File: config.mk
export PLATFORM = sky130hd
export DESIGN_NAME = conv3x3_stage
export DESIGN_NICKNAME = d
export VERILOG_FILES = /design/src/rtl/conv3x3_stage.sv
export SDC_FILE = /design/constraint.sdc
export NUM_CORES = 1
export LEC_CHECK = 0
export BUFFER_PORTS_ARGS = -buffer_cell sky130_fd_sc_hd__buf_2
export CAP_MARGIN = 40
export CORE_MARGIN = 2
export CORE_UTILIZATION = 61
export DETAILED_ROUTE_END_ITERATION = 12
export HOLD_SLACK_MARGIN = 0.12
export PLACE_DENSITY = 0.79
export SLEW_MARGIN = 20
export SYNTH_ARGS = -nofsm -noshare
export SYNTH_HDL_FRONTEND = slang
export SYNTH_SLANG_ARGS = --single-unit
export TNS_END_PERCENT = 20
File: constraint.sdc
create_clock -name clk -period 10.45 [get_ports clk]
set_clock_uncertainty 0.05 [all_clocks]
set_input_delay 1.5675 -clock clk [delete_from_list [all_inputs] [get_ports clk]]
set_output_delay 1.5675 -clock clk [all_outputs]
set_load 0.1 [all_outputs]
File: src/rtl/conv3x3_stage.sv
// Valid-mode 3x3 convolution stage: streams a ROW_SIZE x ROW_SIZE image from a BRAM and writes
// shifted, ReLU'd, saturated results row-major. Optional bias add is enabled by CONV_BIAS_EN.
module conv3x3_stage #(
  parameter int ADDR_WIDTH   = 7,
  parameter int DATA_WIDTH   = 8,
  parameter int WEIGHT_WIDTH = 8,
  parameter int ROW_SIZE     = 8,
  parameter int SHIFT        = 0,
  parameter int ACC_WIDTH    = DATA_WIDTH + WEIGHT_WIDTH + 5
) (
  input  logic                          clk,
  input  logic                          rst,
  input  logic                          start,
  input  logic [9*WEIGHT_WIDTH-1:0]     weights,
`ifdef CONV_BIAS_EN
  input  logic signed [ACC_WIDTH-1:0]   bias,
`endif
  output logic                          busy,
  output logic                          done,
  output logic [ADDR_WIDTH-1:0]         rd_addr,
  input  logic [DATA_WIDTH-1:0]         rd_data,
  output logic                          wr_en,
  output logic [ADDR_WIDTH-1:0]         wr_addr,
  output logic [DATA_WIDTH-1:0]         wr_data
);

  localparam int OUT_DIM    = ROW_SIZE - 2;
  localparam int PROD_WIDTH = DATA_WIDTH + 1 + WEIGHT_WIDTH;

  typedef enum logic [1:0] {IDLE, FETCH, LAST, FINISH} state_t;

  state_t                         state, state_next;
  logic [3:0]                     k;
  logic [ADDR_WIDTH-1:0]          out_row, out_col;
  logic signed [WEIGHT_WIDTH-1:0] w_q [9];
  logic signed [ACC_WIDTH-1:0]    acc;
  logic signed [ACC_WIDTH-1:0]    bias_term;

  logic [3:0]                     tap_sel;
  logic signed [WEIGHT_WIDTH-1:0] tap_w;
  logic signed [DATA_WIDTH:0]     pix_s;
  logic signed [PROD_WIDTH-1:0]   product;
  logic signed [ACC_WIDTH-1:0]    prod_ext, acc_sum, pre_shift, shifted;
  logic [DATA_WIDTH-1:0]          pixel;
  logic [ADDR_WIDTH-1:0]          wr_addr_next;
  logic                           last_pixel;
  int                             base_pix, tap_off;

`ifdef CONV_BIAS_EN
  logic signed [ACC_WIDTH-1:0]    bias_q;
  assign bias_term = bias_q;
`else
  assign bias_term = '0;
`endif

  assign busy = (state == FETCH) || (state == LAST);
  assign done = (state == FINISH);

  // Read address is combinational so the BRAM's registered read lands one tap later
  always_comb begin
    base_pix = int'(out_row) * ROW_SIZE + int'(out_col);
    tap_off  = (int'(k) / 3) * ROW_SIZE + int'(k) % 3;
    rd_addr  = '0;
    if (state == FETCH) rd_addr = ADDR_WIDTH'(base_pix + tap_off);
  end

  // Data arriving now belongs to the tap issued last cycle; LAST consumes tap 8
  always_comb begin
    tap_sel = 4'd0;
    if (state == LAST)  tap_sel = 4'd8;
    else if (k != 4'd0) tap_sel = k - 4'd1;
    tap_w     = w_q[tap_sel];
    pix_s     = {1'b0, rd_data};
    product   = pix_s * tap_w;
    prod_ext  = {{(ACC_WIDTH-PROD_WIDTH){product[PROD_WIDTH-1]}}, product};
    acc_sum   = acc + prod_ext;
    pre_shift = acc_sum + bias_term;
    shifted   = pre_shift >>> SHIFT;
    pixel     = shifted[DATA_WIDTH-1:0];
    if (shifted[ACC_WIDTH-1])                      pixel = '0;
    else if (|shifted[ACC_WIDTH-2:DATA_WIDTH])     pixel = '1;
    wr_addr_next = ADDR_WIDTH'(int'(out_row) * OUT_DIM + int'(out_col));
    last_pixel   = (out_row == ADDR_WIDTH'(OUT_DIM-1)) && (out_col == ADDR_WIDTH'(OUT_DIM-1));
  end

  always_comb begin
    state_next = state;
    case (state)
      IDLE:    if (start) state_next = FETCH;
      FETCH:   if (k == 4'd8) state_next = LAST;
      LAST:    state_next = last_pixel ? FINISH : FETCH;
      FINISH:  state_next = IDLE;
      default: state_next = IDLE;
    endcase
  end

  always_ff @(posedge clk or posedge rst) begin
    if (rst) begin
      state   <= IDLE;
      k       <= '0;
      out_row <= '0;
      out_col <= '0;
      acc     <= '0;
      wr_en   <= 1'b0;
      wr_addr <= '0;
      wr_data <= '0;
      for (int i = 0; i < 9; i++) w_q[i] <= '0;
`ifdef CONV_BIAS_EN
      bias_q  <= '0;
`endif
    end else begin
      state <= state_next;
      wr_en <= 1'b0;
      case (state)
        IDLE: begin
          if (start) begin
            for (int i = 0; i < 9; i++) w_q[i] <= weights[i*WEIGHT_WIDTH +: WEIGHT_WIDTH];
`ifdef CONV_BIAS_EN
            bias_q <= bias;
`endif
            out_row <= '0;
            out_col <= '0;
            acc     <= '0;
            k       <= '0;
          end
        end
        FETCH: begin
          if (k != 4'd0) acc <= acc_sum;
          k <= (k == 4'd8) ? 4'd0 : k + 4'd1;
        end
        LAST: begin
          wr_data <= pixel;
          wr_addr <= wr_addr_next;
          wr_en   <= 1'b1;
          acc     <= '0;
          if (out_col == ADDR_WIDTH'(OUT_DIM-1)) begin
            out_col <= '0;
            out_row <= out_row + 1'b1;
          end else begin
            out_col <= out_col + 1'b1;
          end
        end
        default: ;
      endcase
    end
  end

endmodule

# Word-level counts from Yosys, hierarchy flattened
# Index checks and enable logic that the tools add are counted.
dict set report totals {
  elab_cells 80
  ff_bits 129
  output_inout_bits 25
  inputBits 83
}
dict set report classes {
  n_mul 2
  n_div 2
  eq_ne 10
  n_mux 24
  reduce_logical 14
  n_lt_le_gt_ge 1
  addsub 9
  n_bitwise 1
}
# operator count
set op_table {}
lappend op_table {{case mux 21 bit (3 select lines)} 1}
lappend op_table {{two-way mux 21 bit} 2}
lappend op_table {{binary-select mux 8 bit (select 4 bit)} 1}
lappend op_table {{divider 5 x 3 -> 32 bit, second input constant} 1}
lappend op_table {{remainder unit 5 x 3 -> 32 bit, second input constant} 1}
lappend op_table {{two-way mux 8 bit} 4}
lappend op_table {{adder 7 bit} 4}
lappend op_table {{two-way mux 7 bit} 4}
lappend op_table {{case mux 7 bit (2 select lines)} 2}
lappend op_table {{adder 21 x 17 -> 21 bit} 1}
lappend op_table {{multiplier 9 x 8 -> 17 bit} 1}
lappend op_table {{two-way mux 4 bit} 4}
lappend op_table {{adder 7 x 1 -> 7 bit, second input constant} 2}
lappend op_table {{== test 7 x 3 -> 1 bit, second input constant} 2}
lappend op_table {{OR reduction 12 bit} 1}
lappend op_table {{case mux 2 bit (4 select lines)} 1}
lappend op_table {{case mux 4 bit (2 select lines)} 1}
lappend op_table {{AND reduction 2 bit} 4}
lappend op_table {{multiplier 7 x 2 -> 6 bit, second input constant} 1}
lappend op_table {{two-way mux 2 bit} 3}
lappend op_table {{inequality test 2 x 1 -> 1 bit, second input constant} 3}
lappend op_table {{AND reduction 3 bit} 2}
lappend op_table {{>= comparator 5 bit, second input constant} 1}
lappend op_table {{inverter 4 -> 5 bit} 1}
lappend op_table {{other kinds (13)} 15}

# Depth between registers and ports, before layout
dict set report logic_depth {
  depth_word 12
  mapped_depth 32
  mapped_depth_nobuf 29
}

# Worst setup path after synthesis
# Ideal clock, no wire load.
dict set report synth_timing {
  path_type {register -> register}
  start {register k[0]}
  end {register wr_data[6]}
  setup_time_ns 0.124
  slack_ns 2.639
  t_required_ns 10.276
  period_less_slack_ns 7.811
  t_arrival_ns 7.637
  stages_incl_launch_ff 31
  n_path_buf 3
  path_cell_list {dfrtp_1 > buf_2 > inv_1 > clkbuf_1 > ha_1 > or3b_1 > buf_2 > nand2_2 > mux4_2 > nand2_1 > o21ai_0 > a22oi_1 > nor2b_1 > fa_1 > inv_1 > fa_1 > inv_1 > fa_1 > fa_1 > inv_1 > fa_1 > inv_1 > ha_1 > a21o_1 > a21o_1 > or3_1 > a222oi_1 > o2111a_1 > nand4_1 > nor3_1 > o2bb2ai_1}
}
dict set report synth_via {
  elab_chain_len 12
  elab_cells_between_ends 13
  cone_classes {add/sub (2); mul (1); mux (7); bitwise (1); reduce/logical (2)}
}
# item line_no
set synth_lines {}
lappend synth_lines {{from (decl)} 33} ;# logic [3:0] k;
lappend synth_lines {{from (signal assigned)} 129} ;# k <= (k == 4'd8) ? 4'd0 : k + 4'd1;
lappend synth_lines {{subtractor 4 x 1 -> 4 bit or nonzero test 4 bit (tied branches)} 71} ;# else if (k != 4'd0) tap_sel = k - 4'd1;
lappend synth_lines {{two-way mux 4 bit (*)} 71}
lappend synth_lines {{two-way mux 4 bit (*)} 70} ;# if (state == LAST) tap_sel = 4'd8;
lappend synth_lines {{inverter 4 -> 5 bit (not written as such) (*)} 72} ;# tap_w = w_q[tap_sel];
lappend synth_lines {{binary-select mux 8 bit (select 4 bit) (*)} 72}
lappend synth_lines {{two-way mux 8 bit (not written as such) (*) (2 in series)} 72}
lappend synth_lines {{multiplier 9 x 8 -> 17 bit (*)} 74} ;# product = pix_s * tap_w;
lappend synth_lines {{adder 21 x 17 -> 21 bit (*)} 76} ;# acc_sum = acc + prod_ext;
lappend synth_lines {{OR reduction 12 bit} 81} ;# else if (|shifted[ACC_WIDTH-2:DATA_WIDTH]) pixel = '1;
lappend synth_lines {{two-way mux 8 bit} 81}
lappend synth_lines {{two-way mux 8 bit (*)} 80} ;# if (shifted[ACC_WIDTH-1]) pixel = '0;
lappend synth_lines {{to (signal assigned)} 132} ;# wr_data <= pixel;
lappend synth_lines {{to (decl)} 24} ;# output logic [DATA_WIDTH-1:0] wr_data
# Every way passes the cells marked *; elsewhere a longest branch is shown, timed or not. The select of a mux whose other input is x is not followed.
# A chain may end at the register's enable or synchronous reset.

# Final worst setup path
dict set report layout_timing {
  start {register k[0]}
  end {register wr_data[0]}
}
# The elaborated chain is that of the path after synthesis.

==> results_dict.tcl <==
set metrics [dict create \
    clk_pin_slew_ns 0.07 \
    h-tree-depth 4 \
    final_common_cell "dfrtp_1" \
    cts.sinks 129 \
    synth_mux_area_share_pct 11.0 \
    drtIter0Drc 525 \
    yosys.area.top_type_share_pct 31.6 \
    cts-resized-gates 0 \
    synth_area_per_cell_um2 10.4 \
    areaGrowthSynthToFinish_pct 14.1 \
    yosysUniqueCellTypes 78 \
    grt_pass1_vias 7860 \
    critPathLaunchType "flop" \
    r2r_cells 27 \
    rsz0062_at_grt "false" \
    syn_nets 1227 \
    ys.flop_type "dfrtp_1" \
    start_util_pct 62.1 \
    setup_slack_ns 1.63 \
    cts_buffers 17 \
    dr.pass1.iters 5 \
    post_route_cells_drive_above_1_share_pct 23.6 \
    postCtsHoldBufs 0 \
    synth_area_leaders "dfrtp_1, ha_1, fa_1" \
    timing.final.crit_share_pct 84.4 \
    worstPathRequired_ns 10.71 \
    synth-simple-area-share_pct 12.4 \
    tns_ns 0 \
    ys_seq_area_share_pct 31.6 \
    crit_path_max_fanout 15 \
    routed_wl_um 23600 \
    hold_end "acc[6]$_DFFE_PP0P_" \
    grt_max_degree 59 \
    async_flop_share_pct 100 \
    post_drt_via_cell_ratio 5.82 \
    setup_viol 0 \
    die_area_mm2 0.0178 \
    cts_setup_buffers 0 \
    wl_per_cell_um 17.8 \
    yosysWarnings 0 \
    fin_util_pct 70.9 \
    track_usage_pct 27.9 \
    core_mm2 0.0165 \
    yosysTopAreaCell "dfrtp_1" \
    cp_slowest_cell "dfrtp_1" \
    reg2reg_from "k[0]$_DFFE_PP0P_" \
    maxSlewHeadroom_pct 43.6 \
    synth-xor-area-share_pct 3.08 \
    tightest_slew_ns 0.839 \
    netlist_area_mm2 0.0102 \
    synth-seq-cells 129 \
    rows 47 \
    rrSetupSlack_ns 1.63 \
    status "complete, no violations" \
    worst-setup-path-type "flop to flop" \
    root_buffer "clkbuf_16" \
    fin_crit_ns 8.82 \
    synth-adder-area-share_pct 24.2 \
    preCtsSetupSlack_ns 1.74 \
    hp-class "flop to flop" \
    io_buffers 107 \
    place.gp.congestion 0.871 \
    drv_cap 0 \
    vias 7703 \
    grt_remaining_overflow 0 \
    critPathCaptureType "flop" \
    antenna_left 0 \
    die_h_um 134 \
    hold_violations 0 \
    critical_path_arrival_ns 9.08 \
    final-max-slew-violation-count 0 \
    cts_tree "yes" \
    critical-path-max-stage-delay_ns 0.58 \
    synth_top_family_by_area "adder cells" \
    clk_path_buf_depth 2 \
    finalNetCount 1334 \
    syn_inst 983 \
    post-route-drc-count 0 \
    synth_edf_count 0 \
    clock_latency_ns 0.43 \
    r2r-end "wr_data[0]$_DFFE_PP0P_" \
    layout_common_cells "dfrtp_1, inv_1, buf_2" \
    antenna_found_initial 0 \
    grt_pass1_wl_um 39200 \
    die_w_um 134 \
    min_path_cells 2 \
    max_freq_mhz 113 \
    hold_path.startpoint "acc[6]$_DFFE_PP0P_" \
    synth_compound_area_share_pct 12.0 \
    crit_start "k[0]$_DFFE_PP0P_" \
    antenna_cells 0 \
    place_hpwl_um 17900 \
    boundaryPins 108 \
]
==> critical path, delay by kind of cell, from the launching register on <==
kind / cells / cell delay [ns]
flip-flops: 1 / 0.58
buffers and inverters: 6 / 0.95
AND/OR/NAND/NOR: 7 / 1.61
adder cells (fa/ha/maj): 7 / 3.25
AO/OA/AOI/OAI: 6 / 1.69
multiplexers: 1 / 0.55
==> kinds of logic (layout without fill, tap and decap cells) <==
logic type / count (synthesis) / after routing
AND/OR/NAND/NOR: 240 / 240
flip-flops: 129 / 129
buffers and inverters: 157 / 277
multiplexers: 94 / 94
adder cells (fa/ha/maj): 161 / 161
XOR/XNOR: 36 / 36
AO/OA/AOI/OAI: 166 / 166
==> final cells by class <==
class / instances / area [um2]
flip-flops and latches: 129 / 3230
repair buffers: 117 / 666
multi-input cells: 697 / 6400
clock inverters: 15 / 190
inverters: 128 / 483
fillers: 1221 / 4790
clock buffers: 17 / 425
well taps: 220 / 275
==> worst max path at each step <==
stage          cells past startpoint                endpoint  slack, ns
2_1_floorplan                     30  wr_data[6]$_DFFE_PP0P_       2.64
3_3_place_gp                      26  wr_data[1]$_DFFE_PP0P_       1.96
3_5_place_dp                      27  wr_data[7]$_DFFE_PP0P_       1.74
4_1_cts                           27  wr_data[1]$_DFFE_PP0P_       1.69
5_1_grt                           27  wr_data[0]$_DFFE_PP0P_       1.07
6_report                          27  wr_data[0]$_DFFE_PP0P_       1.63
==> Yosys cell counts (10+ instances only) <==
master	number
a21o_1	10
a21oi_1	29
a221oi_1	10
clkbuf_1	20
dfrtp_1	129
fa_1	61
ha_1	100
inv_1	127
mux2_2	78
nand2_1	47
nand2b_1	26
nand3_1	13
nor2_1	47
nor2b_1	40
nor3_1	23
o21ai_0	29
xnor2_1	26
xor2_1	10
==> per-stage QoR <==
step / instances / hold slack, ns / instance area (um2)
final: 1323 / 0.433 / 11700
after global routing: 1323 / 0.470 / 11700
after CTS: 1322 / 0.432 / 11600
after detailed placement: 1290 / 0.417 / 11000
after global placement: 1285 / 0.411 / 11000
after floorplan: 983 / 0.399 / 10200
==> sequential cells by signal (all words and copies together) (netlist names) <==
signal   count
acc         21
k            4
out_col      7
out_row      7
state        2
w_q         72
wr_addr      7
wr_data      8
wr_en        1
==> per-layer routing <==
layer / vias up / global-route usage, % / wire length (um)
met3: 41 / 4.34 / 1120
met2: 238 / 46.2 / 11700
met5: - / 0 / 0
li1: 3621 / - / -
met4: 0 / 10.2 / 588
met1: 3803 / 37.7 / 10200
Power is not shown: default switching activity piles up to over one toggle a cycle in this logic, so the estimate is an artifact.
